===== src/rtl/x2dn_response_monitor.sv =====
// x2dn_response_monitor
// Receives the x2dn output bus one sample per valid beat. For each fixed-length
// window it reports three registered results: the number of bit toggles between
// consecutive samples, a MISR signature of every sample, and a flag that is set
// when the toggle count saturated.
module x2dn_response_monitor #(
  parameter int               OUT_W     = 56,
  parameter int               WIN_LEN   = 256,
  parameter int               CNT_W     = 16,
  parameter logic [OUT_W-1:0] MISR_POLY = 56'h80_0000_0000_0095
) (
  input  logic             clk,
  input  logic             rst_n,
  input  logic             start,
  input  logic             abort,
  input  logic             in_valid,
  output logic             in_ready,
  input  logic [OUT_W-1:0] in_vec,
  output logic             res_valid,
  input  logic             res_ready,
  output logic [CNT_W-1:0] res_toggles,
  output logic [OUT_W-1:0] res_sig,
  output logic             res_sat,
  output logic             busy
);

  localparam int POP_W = $clog2(OUT_W + 1);
  localparam int SUM_W = ((CNT_W > POP_W) ? CNT_W : POP_W) + 1;
  localparam int CW    = (WIN_LEN > 1) ? $clog2(WIN_LEN + 1) : 1;
  localparam logic [CW-1:0]    WIN_LAST = CW'(WIN_LEN);
  localparam logic [CNT_W-1:0] CNT_MAX  = {CNT_W{1'b1}};

  typedef enum logic [1:0] {
    IDLE   = 2'd0,
    PRIME  = 2'd1,
    RUN    = 2'd2,
    REPORT = 2'd3
  } state_t;

  // One MISR step: shift left, fold the dropped MSB back through the taps, absorb the sample.
  function automatic logic [OUT_W-1:0] misr_step(input logic [OUT_W-1:0] s,
                                                 input logic [OUT_W-1:0] v);
    misr_step = {s[OUT_W-2:0], 1'b0} ^ (s[OUT_W-1] ? MISR_POLY : {OUT_W{1'b0}}) ^ v;
  endfunction

  // Number of set bits in a sample.
  function automatic logic [POP_W-1:0] popcount(input logic [OUT_W-1:0] v);
    popcount = {POP_W{1'b0}};
    for (int i = 0; i < OUT_W; i++) begin
      popcount = popcount + POP_W'(v[i]);
    end
  endfunction

  state_t             state_r, state_nxt_s;
  logic               in_ready_r, res_valid_r, busy_r;
  logic               in_ready_nxt_s, res_valid_nxt_s, busy_nxt_s;
  logic [OUT_W-1:0]   prev_r;
  logic               has_prev_r;
  logic [OUT_W-1:0]   sig_r;
  logic [CW-1:0]      cnt_r;
  logic [CNT_W-1:0]   tog_r;
  logic               sat_r;
  logic [CNT_W-1:0]   res_tog_r;
  logic [OUT_W-1:0]   res_sig_r;
  logic               res_sat_r;

  logic               beat_s;
  logic [POP_W-1:0]   pop_s;
  logic [SUM_W-1:0]   sum_s;
  logic               over_s;
  logic [CNT_W-1:0]   tog_new_s;
  logic               sat_new_s;
  logic [OUT_W-1:0]   sig_new_s;
  logic [CW-1:0]      cnt_plus_s;

  // in_ready_r mirrors the current state, so a beat never depends combinationally on in_vec.
  assign beat_s     = in_valid & in_ready_r;
  assign pop_s      = has_prev_r ? popcount(in_vec ^ prev_r) : {POP_W{1'b0}};
  assign sum_s      = SUM_W'(tog_r) + SUM_W'(pop_s);
  assign over_s     = (sum_s > SUM_W'(CNT_MAX));
  assign tog_new_s  = over_s ? CNT_MAX : sum_s[CNT_W-1:0];
  assign sat_new_s  = sat_r | over_s;
  assign sig_new_s  = misr_step(sig_r, in_vec);
  assign cnt_plus_s = cnt_r + CW'(1);

  // State register.
  always_ff @(posedge clk or negedge rst_n) begin
    if (!rst_n) begin
      state_r <= IDLE;
    end else begin
      state_r <= state_nxt_s;
    end
  end

  // Next-state logic: abort beats start, start beats the normal flow.
  always_comb begin
    state_nxt_s = state_r;
    if (abort) begin
      state_nxt_s = IDLE;
    end else if (start) begin
      state_nxt_s = PRIME;
    end else begin
      case (state_r)
        IDLE: begin
          state_nxt_s = IDLE;
        end
        PRIME: begin
          if (beat_s) begin
            state_nxt_s = (WIN_LEN == 1) ? REPORT : RUN;
          end else begin
            state_nxt_s = PRIME;
          end
        end
        RUN: begin
          if (beat_s && (cnt_plus_s == WIN_LAST)) begin
            state_nxt_s = REPORT;
          end else begin
            state_nxt_s = RUN;
          end
        end
        REPORT: begin
          if (res_ready) begin
            state_nxt_s = RUN;
          end else begin
            state_nxt_s = REPORT;
          end
        end
        default: begin
          state_nxt_s = IDLE;
        end
      endcase
    end
  end

  // Output decode of the upcoming state, registered below so outputs change with the state.
  always_comb begin
    in_ready_nxt_s  = 1'b0;
    res_valid_nxt_s = 1'b0;
    busy_nxt_s      = 1'b0;
    case (state_nxt_s)
      IDLE: begin
        busy_nxt_s = 1'b0;
      end
      PRIME, RUN: begin
        in_ready_nxt_s = 1'b1;
        busy_nxt_s     = 1'b1;
      end
      REPORT: begin
        res_valid_nxt_s = 1'b1;
        busy_nxt_s      = 1'b1;
      end
      default: begin
        busy_nxt_s = 1'b0;
      end
    endcase
  end

  // Registered handshake and status outputs.
  always_ff @(posedge clk or negedge rst_n) begin
    if (!rst_n) begin
      in_ready_r  <= 1'b0;
      res_valid_r <= 1'b0;
      busy_r      <= 1'b0;
    end else begin
      in_ready_r  <= in_ready_nxt_s;
      res_valid_r <= res_valid_nxt_s;
      busy_r      <= busy_nxt_s;
    end
  end

  // Window datapath: reference vector, signature, beat count, toggle accumulator and result copies.
  always_ff @(posedge clk or negedge rst_n) begin
    if (!rst_n) begin
      prev_r     <= {OUT_W{1'b0}};
      has_prev_r <= 1'b0;
      sig_r      <= {OUT_W{1'b0}};
      cnt_r      <= {CW{1'b0}};
      tog_r      <= {CNT_W{1'b0}};
      sat_r      <= 1'b0;
      res_tog_r  <= {CNT_W{1'b0}};
      res_sig_r  <= {OUT_W{1'b0}};
      res_sat_r  <= 1'b0;
    end else if (abort || start) begin
      // Both drop everything; start additionally re-arms through PRIME.
      prev_r     <= {OUT_W{1'b0}};
      has_prev_r <= 1'b0;
      sig_r      <= {OUT_W{1'b0}};
      cnt_r      <= {CW{1'b0}};
      tog_r      <= {CNT_W{1'b0}};
      sat_r      <= 1'b0;
      res_tog_r  <= {CNT_W{1'b0}};
      res_sig_r  <= {OUT_W{1'b0}};
      res_sat_r  <= 1'b0;
    end else begin
      case (state_r)
        PRIME: begin
          if (beat_s) begin
            prev_r     <= in_vec;
            has_prev_r <= 1'b1;
            sig_r      <= misr_step({OUT_W{1'b0}}, in_vec);
            cnt_r      <= CW'(1);
            if (WIN_LEN == 1) begin
              res_tog_r <= tog_r;
              res_sig_r <= misr_step({OUT_W{1'b0}}, in_vec);
              res_sat_r <= sat_r;
            end
          end
        end
        RUN: begin
          if (beat_s) begin
            prev_r <= in_vec;
            sig_r  <= sig_new_s;
            cnt_r  <= cnt_plus_s;
            tog_r  <= tog_new_s;
            sat_r  <= sat_new_s;
            if (cnt_plus_s == WIN_LAST) begin
              res_tog_r <= tog_new_s;
              res_sig_r <= sig_new_s;
              res_sat_r <= sat_new_s;
            end
          end
        end
        REPORT: begin
          // prev_r is kept so the next window compares against the last sample of this one.
          if (res_ready) begin
            sig_r <= {OUT_W{1'b0}};
            cnt_r <= {CW{1'b0}};
            tog_r <= {CNT_W{1'b0}};
            sat_r <= 1'b0;
          end
        end
        default: begin
          cnt_r <= cnt_r;
        end
      endcase
    end
  end

  assign in_ready    = in_ready_r;
  assign res_valid   = res_valid_r;
  assign busy        = busy_r;
  assign res_toggles = res_tog_r;
  assign res_sig     = res_sig_r;
  assign res_sat     = res_sat_r;

endmodule

===== config.mk =====
export PLATFORM = sky130hd
export DESIGN_NAME = x2dn_response_monitor
export DESIGN_NICKNAME = d
export VERILOG_FILES = /design/src/rtl/x2dn_response_monitor.sv
export SDC_FILE = /design/constraint.sdc
export NUM_CORES = 1
export LEC_CHECK = 0
export BUFFER_PORTS_ARGS = -buffer_cell sky130_fd_sc_hd__buf_2
export CORE_UTILIZATION = 36
export CTS_CLUSTER_SIZE = 30
export DETAILED_ROUTE_END_ITERATION = 7
export PLACE_DENSITY_LB_ADDON = 0.08
export SYNTH_ARGS = -nofsm -noshare
export SYNTH_HDL_FRONTEND = slang
export SYNTH_SLANG_ARGS = --single-unit
export TNS_END_PERCENT = 30

===== constraint.sdc =====
create_clock -name clk -period 18.2 [get_ports clk]
set_input_delay 2.73 -clock clk [delete_from_list [all_inputs] [get_ports clk]]
set_output_delay 2.73 -clock clk [all_outputs]
set_load 0.02 [all_outputs]

==> flow_summary.yaml <==
timing:
  setup_violations: 0
  rsz0062_at_grt: "false"
  fin_crit_ps: 10080
  finalHoldViolations: 0
  post-route-period-util_pct: 55.4
  clock.fmax_mhz: 99.3
  fin_setup_tns_ps: 0
  slew_violations: 0
  clock-skew-final_ps: 18.2
  worst-slew-pin-transition_ps: 1090
  worst_hold_slack_ps: 502
  slew_headroom_pct: 27.0
critical_path:
  critical_path.most_common_cell: "fa_1"
  start_kind: "input pin"
  critical_path_class: "input pin to register"
  worstPathRequired_ps: 18660
  rr_startpoint: "prev_r[11]"
  cp_slowest_cell: "a21oi_1"
  worst-path-max-fanout: 14
  r2r_slack_ps: 10070
  crit_buf_inv: 7
  r2r_end: "res_toggles[13]"
  crit_start: "in_vec[11]"
  cp_slowest_stage_delay_ps: 740
  worstSetupEndpointType: "register"
  worstRegToRegCells: 25
  cp_top_family: "adder cells"
  worstPathArrival_ps: 10530
worst_hold_path:
  hold_depth: 2
  holdPathEnd: "res_toggles[15]"
  worstHoldPathType: "register to register"
  holdCritStartpoint: "res_toggles[15]"
route:
  drt.antenna.violating_nets: 0
  drt_wl_total_um: 32500
  drtPass1Iterations: 5
  route.detailed.drc: 0
  vias: 9066
  viasPerCell: 5.17
  drt_iter0_drc: 522
  wire_per_inst_um: 18.5
status:
  status: "complete, no violations"
clock_network:
  cts_buffers: 26
  cts_tree: "yes"
  clock_latency_ps: 530
  cts_resized: 0
  cts_hold_buf: 0
  numClockSinks: 217
  cts_setup_buffers: 0
  cts_root_buffer: "clkbuf_16"
  ctsLongestPathBuffers: 3
  clk_pin_slew_worst_paths_ps: 60
  h-tree-depth: 1
synthesis:
  syn_avg_cell_area_sq_um: 10.4
  ys_ff_latch: 217
  synth_area_leader_cell: "dfrtp_1"
  synth.distinct_cells: 59
  ys_warn_count: 0
  ys_dominant_reg_cell: "dfrtp_1"
  ys_seq_area_share_pct: 44.1
  synth_edf_count: 0
  synth.net_count: 1320
  synth_area_leaders: "dfrtp_1 (44%), fa_1 (7.6%), xnor2_1 (6.5%)"
  synthArstFlopShare_pct: 100
  yosysTopAreaCellShare_pct: 44.1
  syn_area_sq_um: 12300
  synth_cells: 1182
global_routing:
  grt_first_pass_wirelength_um: 53400
  antenna_found_initial: 3
  grt_use_total_pct: 19.1
  grt_max_degree: 106
  grt_pass1_vias: 9179
  gr-total-overflow: 0
floorplanning:
  die_h_um: 187
  coreArea_sq_um: 33600
  ios: 138
  rows: 67
  initial_core_util_pct: 36.7
  dieArea_sq_um: 35000
  dieWidth_um: 187
run:
  drv_cap: 0
finish:
  instances_no_fill: 1754
  area_delta_synth_final_pct: 15.0
  fin_util_pct: 42.1
  layout.nets: 1426
  drive_gt1_share_pct: 19.9
  final_common_cell: "dfrtp_1"
  fillers: 3282
  final_cell_mix: "dfrtp_1 (217), nor2_1 (164), buf_2 (136)"
placement:
  place_congestion: 0.809
  hpwlAfterDp_um: 21900
  io_buffer_count: 137
  dp_cells: 1708
power:
  total_power_uw: 1930
  peakVddDrop_uv: 221
  power_density_nw_per_um2: 136
  p_leak_uw: 0.00631
[through the flow]
step / cell area [sq um] / setup slack (ps)
floorplan: 12300 / 8370
global placement: 13400 / 7610
detailed placement: 13400 / 7530
CTS: 14200 / 8110
global route: 14200 / 7630
finish: 14200 / 8120
[worst max-delay path by stage]
stage / cells after the start / slack, ps / end
2_1_floorplan: 25 / 8370 / res_toggles[13]
4_1_cts: 26 / 8110 / res_toggles[13]
3_3_place_gp: 26 / 7610 / res_toggles[13]
5_1_grt: 29 / 7630 / res_toggles[13]
6_report: 26 / 8120 / res_toggles[13]
3_5_place_dp: 26 / 7530 / res_toggles[13]
[synthesized netlist by cell type (all sizes together), types with 29 or more instances]
cell,count
clkbuf,49
a21oi,30
xnor2,92
xor2,34
inv,44
nand2,79
fa,47
a22o,60
a211oi,89
o21ai,63
dfrtp,217
ha,29
nor2,165
[state kept, by name, summed over array words and instances (netlist names)]
register     cells
prev_r          56
res_sig         56
sig_r           56
res_toggles     16
tog_r           16
cnt_r            9
state_r          2
busy             1
has_prev_r       1
in_ready         1
res_sat          1
res_valid        1
sat_r            1
[where the power goes]
part / internal, uW / leakage [uW] / switching, uW
registers: 489 / 0.00301 / 6.13
logic: 445 / 0.00289 / 487
clock network: 293 / 0.000406 / 209
total: 1230 / 0.00631 / 703
[worst min-delay path: cells and delay by family (launching register included)]
kind	cells	cell delay (ps)
AOI/OAI and AO/OA	1	60
and+or+nand+nor	1	60
DFF	1	340
[cell families after synthesis]
family          synth area share, %
fa+ha+maj                      10.6
flops                          44.1
mux                            1.10
xor+xnor                       8.96
compound gates                 19.9
simple gates                   11.1
buf+inv                        4.23
[cell type report]
type	count	area, sq um	area share, %
clock inverters	6	30.0	0.212
clock buffers	39	781	5.51
inverters	45	169	1.19
well taps	448	561	3.96
diodes	1	2.50	0.0177
repair buffers	151	801	5.65
multi-input cells	847	6390	45.1
flip-flops and latches	217	5430	38.3
[per-layer routing]
metal,vias up,global-route usage [%],share of wire (%)
li1,4355,-,-
met1,4478,27.4,49
met4,4,4.35,2.1
met5,-,0,0.071
met3,38,3.30,4.0
met2,191,30.1,45
Power figures use the tool's default switching activity.
